==> config.mk <==
export PLATFORM = sky130hd
export DESIGN_NAME = nmcu_mem_arbiter_flat
export DESIGN_NICKNAME = d
export VERILOG_FILES = /design/src/rtl/nmcu_mem_arbiter_if.sv /design/src/rtl/nmcu_mem_arbiter.sv /design/src/flat_wrapper.sv
export SDC_FILE = /design/constraint.sdc
export NUM_CORES = 1
export LEC_CHECK = 0
export CORE_AREA = 2 2 211 213
export DETAILED_ROUTE_END_ITERATION = 8
export DIE_AREA = 0 0 213 215
export PLACE_DENSITY = 0.65
export SETUP_SLACK_MARGIN = 0.2
export SYNTH_ARGS = -nofsm -noshare
export SYNTH_HDL_FRONTEND = slang
export SYNTH_SLANG_ARGS = --single-unit
==> constraint.sdc <==
create_clock -name clk -period 4 [get_ports clk]
set_input_delay 0.8 -clock clk [delete_from_list [all_inputs] [get_ports clk]]
set_output_delay 0.8 -clock clk [all_outputs]
set_load 0.005 [all_outputs]
==> src/rtl/nmcu_mem_arbiter_if.sv <==
// Bus bundle for the NMCU memory arbiter: NUM_CH upstream request/response
// channels plus the single downstream memory port.
interface nmcu_mem_arbiter_if #(
   parameter int NUM_CH     = 4,
   parameter int ADDR_WIDTH = 32,
   parameter int DATA_WIDTH = 32,
   parameter int LEN_WIDTH  = 8
);
   logic [NUM_CH-1:0]                 m_req_valid;
   logic [NUM_CH-1:0]                 m_req_write_en;
   logic [NUM_CH-1:0][ADDR_WIDTH-1:0] m_req_addr;
   logic [NUM_CH-1:0][DATA_WIDTH-1:0] m_req_wdata;
   logic [NUM_CH-1:0][LEN_WIDTH-1:0]  m_req_len;
   logic [NUM_CH-1:0]                 m_req_ready;
   logic [NUM_CH-1:0]                 m_resp_valid;
   logic [NUM_CH-1:0][DATA_WIDTH-1:0] m_resp_rdata;

   logic                  s_req_valid;
   logic                  s_req_write_en;
   logic [ADDR_WIDTH-1:0] s_req_addr;
   logic [DATA_WIDTH-1:0] s_req_wdata;
   logic [LEN_WIDTH-1:0]  s_req_len;
   logic                  s_req_ready;
   logic                  s_resp_valid;
   logic [DATA_WIDTH-1:0] s_resp_rdata;

   // Requesters and memory model side
   modport master (
      output m_req_valid, m_req_write_en, m_req_addr, m_req_wdata, m_req_len,
      input  m_req_ready, m_resp_valid, m_resp_rdata,
      input  s_req_valid, s_req_write_en, s_req_addr, s_req_wdata, s_req_len,
      output s_req_ready, s_resp_valid, s_resp_rdata
   );

   // Arbiter side
   modport slave (
      input  m_req_valid, m_req_write_en, m_req_addr, m_req_wdata, m_req_len,
      output m_req_ready, m_resp_valid, m_resp_rdata,
      output s_req_valid, s_req_write_en, s_req_addr, s_req_wdata, s_req_len,
      input  s_req_ready, s_resp_valid, s_resp_rdata
   );
endinterface

==> src/rtl/nmcu_mem_arbiter.sv <==
// Round-robin N-channel memory arbiter with write-burst locking. Read
// responses are steered back to their issuer through an in-order tag FIFO.
module nmcu_mem_arbiter #(
   parameter int NUM_CH          = 4,
   parameter int MAX_OUTSTANDING = 8,
   parameter int ADDR_WIDTH      = 32,
   parameter int DATA_WIDTH      = 32,
   parameter int LEN_WIDTH       = 8
) (
   input  logic                             clk,
   input  logic                             rst,
   nmcu_mem_arbiter_if.slave                bus,
   output logic [$clog2(MAX_OUTSTANDING):0] outstanding_o,
   output logic                             err_o
);
   localparam int CH_W  = $clog2(NUM_CH);
   localparam int PTR_W = $clog2(MAX_OUTSTANDING);
   localparam int CNT_W = PTR_W + 1;

   typedef enum logic {IDLE, LOCK} state_t;

   state_t               state_q, state_d;
   logic [CH_W-1:0]      rr_q, rr_d;
   logic [CH_W-1:0]      lock_ch_q, lock_ch_d;
   logic [LEN_WIDTH-1:0] beat_cnt_q, beat_cnt_d;
   logic [CH_W-1:0]      fifo_ch_q [MAX_OUTSTANDING];
   logic [CH_W-1:0]      fifo_ch_d [MAX_OUTSTANDING];
   logic [LEN_WIDTH-1:0] fifo_beats_q [MAX_OUTSTANDING];
   logic [LEN_WIDTH-1:0] fifo_beats_d [MAX_OUTSTANDING];
   logic [PTR_W-1:0]     rd_ptr_q, rd_ptr_d, wr_ptr_q, wr_ptr_d;
   logic [CNT_W-1:0]     count_q, count_d;
   logic                 err_q, err_d;

   logic                 win_found;
   logic [CH_W-1:0]      win_ch;
   logic                 gnt_any, gate, xfer, push, pop;
   logic [CH_W-1:0]      gnt_ch;
   logic [LEN_WIDTH-1:0] n_beats;
   logic                 fifo_full, fifo_empty;

   function automatic logic [CH_W-1:0] next_ch(input logic [CH_W-1:0] ch);
      return (ch == CH_W'(NUM_CH - 1)) ? '0 : ch + 1'b1;
   endfunction

   assign fifo_full     = (count_q == CNT_W'(MAX_OUTSTANDING));
   assign fifo_empty    = (count_q == '0);
   assign outstanding_o = count_q;
   assign err_o         = err_q;

   // Pick the first valid channel at or above the round-robin pointer, wrapping
   always_comb begin
      logic [CH_W:0] scan;
      win_found = 1'b0;
      win_ch    = '0;
      scan      = '0;
      for (int i = 0; i < NUM_CH; i++) begin
         scan = {1'b0, rr_q} + (CH_W+1)'(i);
         if (scan >= (CH_W+1)'(NUM_CH)) scan = scan - (CH_W+1)'(NUM_CH);
         if (!win_found && bus.m_req_valid[scan[CH_W-1:0]]) begin
            win_found = 1'b1;
            win_ch    = scan[CH_W-1:0];
         end
      end
   end

   // Grant, forward path, burst FSM, response routing and tag FIFO bookkeeping
   always_comb begin
      state_d      = state_q;
      rr_d         = rr_q;
      lock_ch_d    = lock_ch_q;
      beat_cnt_d   = beat_cnt_q;
      fifo_ch_d    = fifo_ch_q;
      fifo_beats_d = fifo_beats_q;
      rd_ptr_d     = rd_ptr_q;
      wr_ptr_d     = wr_ptr_q;
      err_d        = err_q;
      push         = 1'b0;
      pop          = 1'b0;

      if (state_q == LOCK) begin
         gnt_any = 1'b1;
         gnt_ch  = lock_ch_q;
         gate    = 1'b1;
      end else begin
         gnt_any = win_found;
         gnt_ch  = win_ch;
         gate    = bus.m_req_write_en[win_ch] || !fifo_full;
      end
      if (rst) gnt_any = 1'b0;

      bus.m_req_ready    = '0;
      bus.s_req_valid    = 1'b0;
      bus.s_req_write_en = 1'b0;
      bus.s_req_addr     = '0;
      bus.s_req_wdata    = '0;
      bus.s_req_len      = '0;
      if (gnt_any) begin
         bus.m_req_ready[gnt_ch] = bus.s_req_ready && gate;
         bus.s_req_valid         = bus.m_req_valid[gnt_ch] && gate;
         bus.s_req_write_en      = (state_q == LOCK) || bus.m_req_write_en[gnt_ch];
         bus.s_req_addr          = bus.m_req_addr[gnt_ch];
         bus.s_req_wdata         = bus.m_req_wdata[gnt_ch];
         bus.s_req_len           = bus.m_req_len[gnt_ch];
      end
      xfer    = gnt_any && bus.m_req_valid[gnt_ch] && bus.s_req_ready && gate;
      n_beats = (bus.m_req_len[gnt_ch] == '0) ? LEN_WIDTH'(1) : bus.m_req_len[gnt_ch];

      case (state_q)
         IDLE: begin
            if (xfer) begin
               if (!bus.m_req_write_en[gnt_ch]) begin
                  push = 1'b1;
                  rr_d = next_ch(gnt_ch);
               end else if (n_beats == LEN_WIDTH'(1)) begin
                  rr_d = next_ch(gnt_ch);
               end else begin
                  lock_ch_d  = gnt_ch;
                  beat_cnt_d = n_beats - 1'b1;
                  state_d    = LOCK;
               end
            end
         end
         LOCK: begin
            if (xfer) begin
               beat_cnt_d = beat_cnt_q - 1'b1;
               if (beat_cnt_q == LEN_WIDTH'(1)) begin
                  state_d = IDLE;
                  rr_d    = next_ch(lock_ch_q);
               end
            end
         end
         default: state_d = IDLE;
      endcase

      bus.m_resp_valid = '0;
      bus.m_resp_rdata = '0;
      if (bus.s_resp_valid && !rst) begin
         if (!fifo_empty) begin
            bus.m_resp_valid[fifo_ch_q[rd_ptr_q]] = 1'b1;
            bus.m_resp_rdata[fifo_ch_q[rd_ptr_q]] = bus.s_resp_rdata;
            if (fifo_beats_q[rd_ptr_q] == LEN_WIDTH'(1)) pop = 1'b1;
            else fifo_beats_d[rd_ptr_q] = fifo_beats_q[rd_ptr_q] - 1'b1;
         end else begin
            err_d = 1'b1;
         end
      end

      if (push) begin
         fifo_ch_d[wr_ptr_q]    = gnt_ch;
         fifo_beats_d[wr_ptr_q] = n_beats;
         wr_ptr_d               = wr_ptr_q + 1'b1;
      end
      if (pop) rd_ptr_d = rd_ptr_q + 1'b1;
      count_d = count_q + CNT_W'(push) - CNT_W'(pop);
   end

   // State register; reset abandons any burst and flushes the tag FIFO
   always_ff @(posedge clk) begin
      if (rst) begin
         state_q    <= IDLE;
         rr_q       <= '0;
         lock_ch_q  <= '0;
         beat_cnt_q <= '0;
         rd_ptr_q   <= '0;
         wr_ptr_q   <= '0;
         count_q    <= '0;
         err_q      <= 1'b0;
         for (int i = 0; i < MAX_OUTSTANDING; i++) begin
            fifo_ch_q[i]    <= '0;
            fifo_beats_q[i] <= '0;
         end
      end else begin
         state_q      <= state_d;
         rr_q         <= rr_d;
         lock_ch_q    <= lock_ch_d;
         beat_cnt_q   <= beat_cnt_d;
         rd_ptr_q     <= rd_ptr_d;
         wr_ptr_q     <= wr_ptr_d;
         count_q      <= count_d;
         err_q        <= err_d;
         fifo_ch_q    <= fifo_ch_d;
         fifo_beats_q <= fifo_beats_d;
      end
   end
endmodule

==> src/flat_wrapper.sv <==
// flat-port wrapper written by rule: the top's interface ports become plain ports
module nmcu_mem_arbiter_flat 
#(
   parameter int NUM_CH          = 4,
   parameter int MAX_OUTSTANDING = 8,
   parameter int ADDR_WIDTH      = 32,
   parameter int DATA_WIDTH      = 32,
   parameter int LEN_WIDTH       = 8
)
  (clk, rst, outstanding_o, err_o, bus_m_req_valid, bus_m_req_write_en, bus_m_req_addr, bus_m_req_wdata, bus_m_req_len, bus_m_req_ready, bus_m_resp_valid, bus_m_resp_rdata, bus_s_req_valid, bus_s_req_write_en, bus_s_req_addr, bus_s_req_wdata, bus_s_req_len, bus_s_req_ready, bus_s_resp_valid, bus_s_resp_rdata);
  nmcu_mem_arbiter_if #(.NUM_CH(NUM_CH), .ADDR_WIDTH(ADDR_WIDTH), .DATA_WIDTH(DATA_WIDTH), .LEN_WIDTH(LEN_WIDTH)) bus_i ();
  input  logic clk;
  input  logic rst;
  output logic [$clog2(MAX_OUTSTANDING):0] outstanding_o;
  output logic err_o;
  input wire logic [$bits(bus_i.m_req_valid)-1:0] bus_m_req_valid;
  input wire logic [$bits(bus_i.m_req_write_en)-1:0] bus_m_req_write_en;
  input wire logic [$bits(bus_i.m_req_addr)-1:0] bus_m_req_addr;
  input wire logic [$bits(bus_i.m_req_wdata)-1:0] bus_m_req_wdata;
  input wire logic [$bits(bus_i.m_req_len)-1:0] bus_m_req_len;
  output wire logic [$bits(bus_i.m_req_ready)-1:0] bus_m_req_ready;
  output wire logic [$bits(bus_i.m_resp_valid)-1:0] bus_m_resp_valid;
  output wire logic [$bits(bus_i.m_resp_rdata)-1:0] bus_m_resp_rdata;
  output wire logic [$bits(bus_i.s_req_valid)-1:0] bus_s_req_valid;
  output wire logic [$bits(bus_i.s_req_write_en)-1:0] bus_s_req_write_en;
  output wire logic [$bits(bus_i.s_req_addr)-1:0] bus_s_req_addr;
  output wire logic [$bits(bus_i.s_req_wdata)-1:0] bus_s_req_wdata;
  output wire logic [$bits(bus_i.s_req_len)-1:0] bus_s_req_len;
  input wire logic [$bits(bus_i.s_req_ready)-1:0] bus_s_req_ready;
  input wire logic [$bits(bus_i.s_resp_valid)-1:0] bus_s_resp_valid;
  input wire logic [$bits(bus_i.s_resp_rdata)-1:0] bus_s_resp_rdata;
  assign bus_i.m_req_valid = bus_m_req_valid;
  assign bus_i.m_req_write_en = bus_m_req_write_en;
  assign bus_i.m_req_addr = bus_m_req_addr;
  assign bus_i.m_req_wdata = bus_m_req_wdata;
  assign bus_i.m_req_len = bus_m_req_len;
  assign bus_m_req_ready = bus_i.m_req_ready;
  assign bus_m_resp_valid = bus_i.m_resp_valid;
  assign bus_m_resp_rdata = bus_i.m_resp_rdata;
  assign bus_s_req_valid = bus_i.s_req_valid;
  assign bus_s_req_write_en = bus_i.s_req_write_en;
  assign bus_s_req_addr = bus_i.s_req_addr;
  assign bus_s_req_wdata = bus_i.s_req_wdata;
  assign bus_s_req_len = bus_i.s_req_len;
  assign bus_i.s_req_ready = bus_s_req_ready;
  assign bus_i.s_resp_valid = bus_s_resp_valid;
  assign bus_i.s_resp_rdata = bus_s_resp_rdata;
  nmcu_mem_arbiter #(.NUM_CH(NUM_CH), .MAX_OUTSTANDING(MAX_OUTSTANDING), .ADDR_WIDTH(ADDR_WIDTH), .DATA_WIDTH(DATA_WIDTH), .LEN_WIDTH(LEN_WIDTH)) u_core (.clk(clk), .rst(rst), .bus(bus_i), .outstanding_o(outstanding_o), .err_o(err_o));
endmodule
==> results.txt <==
The flow ran to the end, and the final reports show no timing, DRC or antenna violations. From bottom edge to top edge, the die measures 215 um. STA puts the critical path data required time at 3.20 ns. The routed design has 64000 um of wire. The tools report the sequential share of power as 0.247.

The boundary pin count is 547, and the area occupied by multi-input gates is 7210 um2. The fraction of met2 tracks used by global routing was 0.470; the placer's final routability congestion estimate was 1.07. Dividing the detail-routed wire length by the instance count gives 27.9 um. The most used flip-flop cell after synthesis is sky130_fd_sc_hd__dfxtp_1. The tools report the clock latency reported for the late side of the worst-skew pair as 0.36 ns. The cell that appears most often on the critical path is sky130_fd_sc_hd__buf_12.

Port buffering added 546 buffers. The clock tree root driver cell is sky130_fd_sc_hd__clkbuf_16. The worst hold path was traced through 2 stages. Count of flip-flops with a built-in enable after synthesis: 0. Detailed routing inserted a total of 11500 vias. The critical path endpoint category is a primary output.

Total track usage: 0.258. The clock-pin transition on the worst setup and hold timing paths works out to 0.07 ns. The total number of yosys warnings was 0. For the worst endpoint data arrival time, the log shows 3.08 ns. In this run the cell area measured after placement is 16400 um2. The utilization after layout is 0.425. The slew at the pin with the worst max-slew slack is 1.21 ns.

The area of the core was 43600 um2. The run gives 0 as the final count of negative-setup-slack endpoints. The violation count after the first detailed-route iteration came out at 1233.

For hold timing, the worst endpoint is u_core.err_o$_SDFFE_PP0P_. The final layout contains 2047 nets. Launch instance of the worst min-delay path: u_core.err_o$_SDFFE_PP0P_. The first global-routing pass estimated 83700 um of wire. The worst setup path is of the primary input to primary output kind.

The endpoint identified for the worst register-to-register timing path is u_core.fifo_beats_q[59]$_SDFF_PP0_. The logs give 0 for the total count of max-transition violations in the final report and 0.191 for the worst max-slew margin expressed relative to the limit. For the number of max-cap violations, the log shows 0. On the critical path the largest part of the delay comes from simple AND/OR/NAND/NOR gates.

The logs give 0.00981 ns for the worst clock skew on the final layout and 18600 um2 for the area of all placed cells without fillers. Traced cell by cell, the critical path runs through buf_8 -> and2b_1 -> or4b_1 -> and3_4 -> buf_12 -> buf_12 -> buf_16 -> buf_6 -> mux4_2 -> and2_4 -> buf_12. The relative contribution of the clock network to total power was 0.198. For this design, the slowest cell found on the critical path is sky130_fd_sc_hd__or4b_1.

Cell internal power was estimated by the tool at 2880 uW. The run gives 4152 as the filler cell count. The via count of the first global-routing pass is 11000, and the final critical-path required period is 3.88 ns.

The share of cells above drive strength 1 works out to 0.320. Measured along the x axis, the die boundary spans 213 um. Synthesized instance count: 1012. The critical register-to-register path startpoint was u_core.rr_q[1]$_SDFFE_PP0P_.

The die area is 45800 um2. The synthesized netlist occupies a cell area of 9380 um2. The clock sink count is 104. The floorplan has 77 rows.

The total overflow reported by the global router is 0. The synthesized netlist contains 64 unique library cells. met2 is the most crowded layer. The number of buffers inserted during clock tree synthesis was 9; the mean instance size in the synthesized netlist was 9.27 um2. The pin count of the biggest net entering global routing is 100, and the overall power of the completed layout is 4400 uW. Initial cell density of the core: 0.215.

The worst setup path is launched from a primary input. The critical path's largest stage delay is 0.52 ns. The met1 layer usage reported by global route is 0.314. The min-delay analysis places its worst path in the category flop to flop. The initial antenna violation count is 13, and the switching share of power is 0.344. The clock tree synthesis step divided the H-tree into 3 levels.

Iteration count of the initial detailed-routing pass: 5. Routed via count divided by cell count: 5.01. Counting flops and latches in the post-synthesis netlist gives 104. The sequential fraction of the synthesis area was 0.222; the share of the clock period used by the worst path after layout was 0.969. The part of the total power dissipated in combinational logic came out at 0.554. The final count of hold timing violations came out at 0. Static timing analysis puts the maximum clock frequency at 0.258 GHz.

In this run the worst path has a maximum fanout of 6. The maximum vdd drop came out at 0.233 mV. TritonCTS built the clock tree. The reg2reg setup slack is 0.27 ns, and the net switching power is 1510 uW. In this run the static leakage power is 0.00722 uW. The path depth of the worst reg2reg path was 18; the clock tree buffer depth was 2. The run gives 0.0393 as the met3 track demand over resource in global routing. The HPWL after detailed placement is 50200 um.

After detailed routing, the number of remaining DRC violations is 0. For the number of nets produced by synthesis, the log shows 1364. The run gives 0 ns as the summed negative setup slack over all endpoints. Setup repair after global routing could not meet its margin everywhere.

Compared with the post-synthesis result, the final layout area differs by 97.9%. Once detail routing completed, the nets flagged for antenna violations numbered 0. The sequential cells in the finished layout cover a total of 2080 um2. The number of buffers and inverters on the critical path is 6. The power per unit of standard cell area was 237 nW/um2; the share of async-settable or async-resettable flops after synthesis was 0.
## registers in the layout, indices dropped and copies added, names as in the netlist
signal	cells
u_core.beat_cnt_q	8
u_core.err_o	1
u_core.fifo_beats_q	64
u_core.fifo_ch_q	16
u_core.lock_ch_q	2
u_core.outstanding_o	4
u_core.rd_ptr_q	3
u_core.rr_q	2
u_core.state_q	1
u_core.wr_ptr_q	3
## metal layers
layer	vias up	routed length [um]
met3	129	4870
li1	5057	-
met2	664	32600
met5	-	48
met1	5624	24300
met4	8	2250
## worst max-delay path by stage
stage | to | slack [ns] | cells after the start | from
floorplan | u_core.beat_cnt_q[3]$_SDFFE_PP0P_ | 0.21 | 16 | bus_m_req_valid[2]
global route | u_core.fifo_ch_q[14]$_SDFFE_PP0P_ | 0.09 | 19 | bus_m_req_valid[0]
global placement | bus_s_req_wdata[31] | -0.40 | 11 | bus_m_req_valid[2]
CTS | bus_s_req_wdata[15] | 0.11 | 10 | bus_m_req_valid[0]
finish | bus_s_req_addr[27] | 0.12 | 11 | bus_m_req_valid[0]
detailed placement | bus_s_req_wdata[31] | -0.40 | 11 | bus_m_req_valid[2]
## Yosys cell counts (14+ instances only)
| cell type | instances | share of area |
|---|---|---|
| sky130_fd_sc_hd__a21oi_1 | 22 | 0.012 |
| sky130_fd_sc_hd__mux2i_1 | 38 | 0.041 |
| sky130_fd_sc_hd__nor2b_1 | 17 | 0.011 |
| sky130_fd_sc_hd__dfxtp_1 | 104 | 0.22 |
| sky130_fd_sc_hd__and2_1 | 194 | 0.13 |
| sky130_fd_sc_hd__nand3_1 | 14 | 0.0075 |
| sky130_fd_sc_hd__mux4_2 | 86 | 0.21 |
| sky130_fd_sc_hd__mux2_2 | 38 | 0.046 |
| sky130_fd_sc_hd__o21ai_0 | 15 | 0.0080 |
| sky130_fd_sc_hd__ha_1 | 19 | 0.025 |
| sky130_fd_sc_hd__inv_1 | 27 | 0.011 |
| sky130_fd_sc_hd__clkbuf_1 | 54 | 0.022 |
| sky130_fd_sc_hd__buf_1 | 14 | 0.0056 |
| sky130_fd_sc_hd__a211oi_1 | 76 | 0.061 |
| sky130_fd_sc_hd__nor2_1 | 107 | 0.043 |
| sky130_fd_sc_hd__nand2_1 | 46 | 0.018 |
## through the flow
step | cells | hold WS (ns) | setup WS, ns
floorplan | 1012 | 0.455 | 0.206
global placement | 2172 | 0.463 | -0.404
detailed placement | 2172 | 0.468 | -0.403
CTS | 2233 | 0.491 | 0.107
global route | 2292 | 0.522 | 0.0867
finish | 2294 | 0.483 | 0.125
## logic make-up after synthesis
family / count (synthesis) / share of synthesized area
DFF: 104 / 0.222
and+or+nand+nor: 440 / 0.266
AOI/OAI and AO/OA: 157 / 0.124
muxes: 162 / 0.293
buffers and inverters: 114 / 0.0540
adders and majority gates: 20 / 0.0275
xor gates and xnor gates: 15 / 0.0140
## tightest hold or removal path: stages (launching register included)
cell	delay [ns]
sky130_fd_sc_hd__dfxtp_1	0.34
sky130_fd_sc_hd__a31oi_1	0.04
sky130_fd_sc_hd__nor2_1	0.07
## cell type report
| type | count | share of cell area |
|---|---|---|
| Multi-Input combinational cell | 794 | 0.388 |
| Tap cell | 592 | 0.0399 |
| Inverter | 30 | 0.00654 |
| Antenna cell | 2 | 0.000270 |
| Clock buffer | 14 | 0.0148 |
| Sequential cell | 104 | 0.112 |
| Clock inverter | 2 | 0.000674 |
| Timing Repair Buffer | 756 | 0.437 |
## cell usage in the layout (no fill, tap or decap), types with 3 or more instances in the layout
cell type | Yosys | final
sky130_fd_sc_hd__nand4b_1 | 3 | 3
sky130_fd_sc_hd__a221oi_1 | 3 | 3
sky130_fd_sc_hd__and2_1 | 194 | 142
sky130_fd_sc_hd__nand3_1 | 14 | 14
sky130_fd_sc_hd__buf_2 | 6 | 13
sky130_fd_sc_hd__nor2_1 | 107 | 102
sky130_fd_sc_hd__nor2_2 | 0 | 4
sky130_fd_sc_hd__o21ai_0 | 15 | 11
sky130_fd_sc_hd__clkbuf_8 | 0 | 3
sky130_fd_sc_hd__buf_12 | 0 | 47
sky130_fd_sc_hd__nand2b_1 | 3 | 3
sky130_fd_sc_hd__dlygate4sd2_1 | 0 | 14
sky130_fd_sc_hd__nor3_4 | 6 | 6
sky130_fd_sc_hd__nand2_1 | 46 | 44
sky130_fd_sc_hd__a21oi_1 | 22 | 17
sky130_fd_sc_hd__buf_8 | 0 | 6
sky130_fd_sc_hd__nor4_1 | 3 | 3
sky130_fd_sc_hd__mux2i_1 | 38 | 34
sky130_fd_sc_hd__clkbuf_16 | 0 | 21
sky130_fd_sc_hd__nor2b_1 | 17 | 16
sky130_fd_sc_hd__buf_16 | 0 | 10
sky130_fd_sc_hd__mux2_2 | 38 | 37
sky130_fd_sc_hd__inv_1 | 27 | 25
sky130_fd_sc_hd__buf_6 | 9 | 71
sky130_fd_sc_hd__xnor2_1 | 11 | 11
sky130_fd_sc_hd__clkbuf_2 | 0 | 13
sky130_fd_sc_hd__a211oi_1 | 76 | 63
sky130_fd_sc_hd__a21oi_2 | 1 | 5
sky130_fd_sc_hd__and2_4 | 0 | 52
sky130_fd_sc_hd__dfxtp_1 | 104 | 104
sky130_fd_sc_hd__a211oi_2 | 8 | 20
sky130_fd_sc_hd__or2_2 | 3 | 3
sky130_fd_sc_hd__and3_1 | 10 | 10
sky130_fd_sc_hd__nand4_1 | 6 | 6
sky130_fd_sc_hd__nor3_1 | 11 | 10
sky130_fd_sc_hd__ha_1 | 19 | 17
sky130_fd_sc_hd__buf_4 | 1 | 106
sky130_fd_sc_hd__xor2_1 | 4 | 4
sky130_fd_sc_hd__clkdlybuf4s50_1 | 0 | 463
sky130_fd_sc_hd__mux4_2 | 86 | 86
## timing repair
action	4_1_cts	5_1_grt
buffers inserted	35	46
resized for setup	213	138
endpoints found under the hold margin	0	0
pin swaps	32	69
endpoints found under the setup margin	173	209
gates cloned	10	13
hold buffers	0	0
## power by group through the flow
stage | Sequential (uW) | Clock (uW) | Combinational [uW]
final | 1090 | 872 | 2440
after global placement | 1110 | 0 | 2010
after global routing | 1090 | 919 | 2550
after CTS | 1090 | 876 | 2290
after floorplan | 1100 | 0 | 862
after detailed placement | 1110 | 0 | 2020
Power figures use the tool's default switching activity.
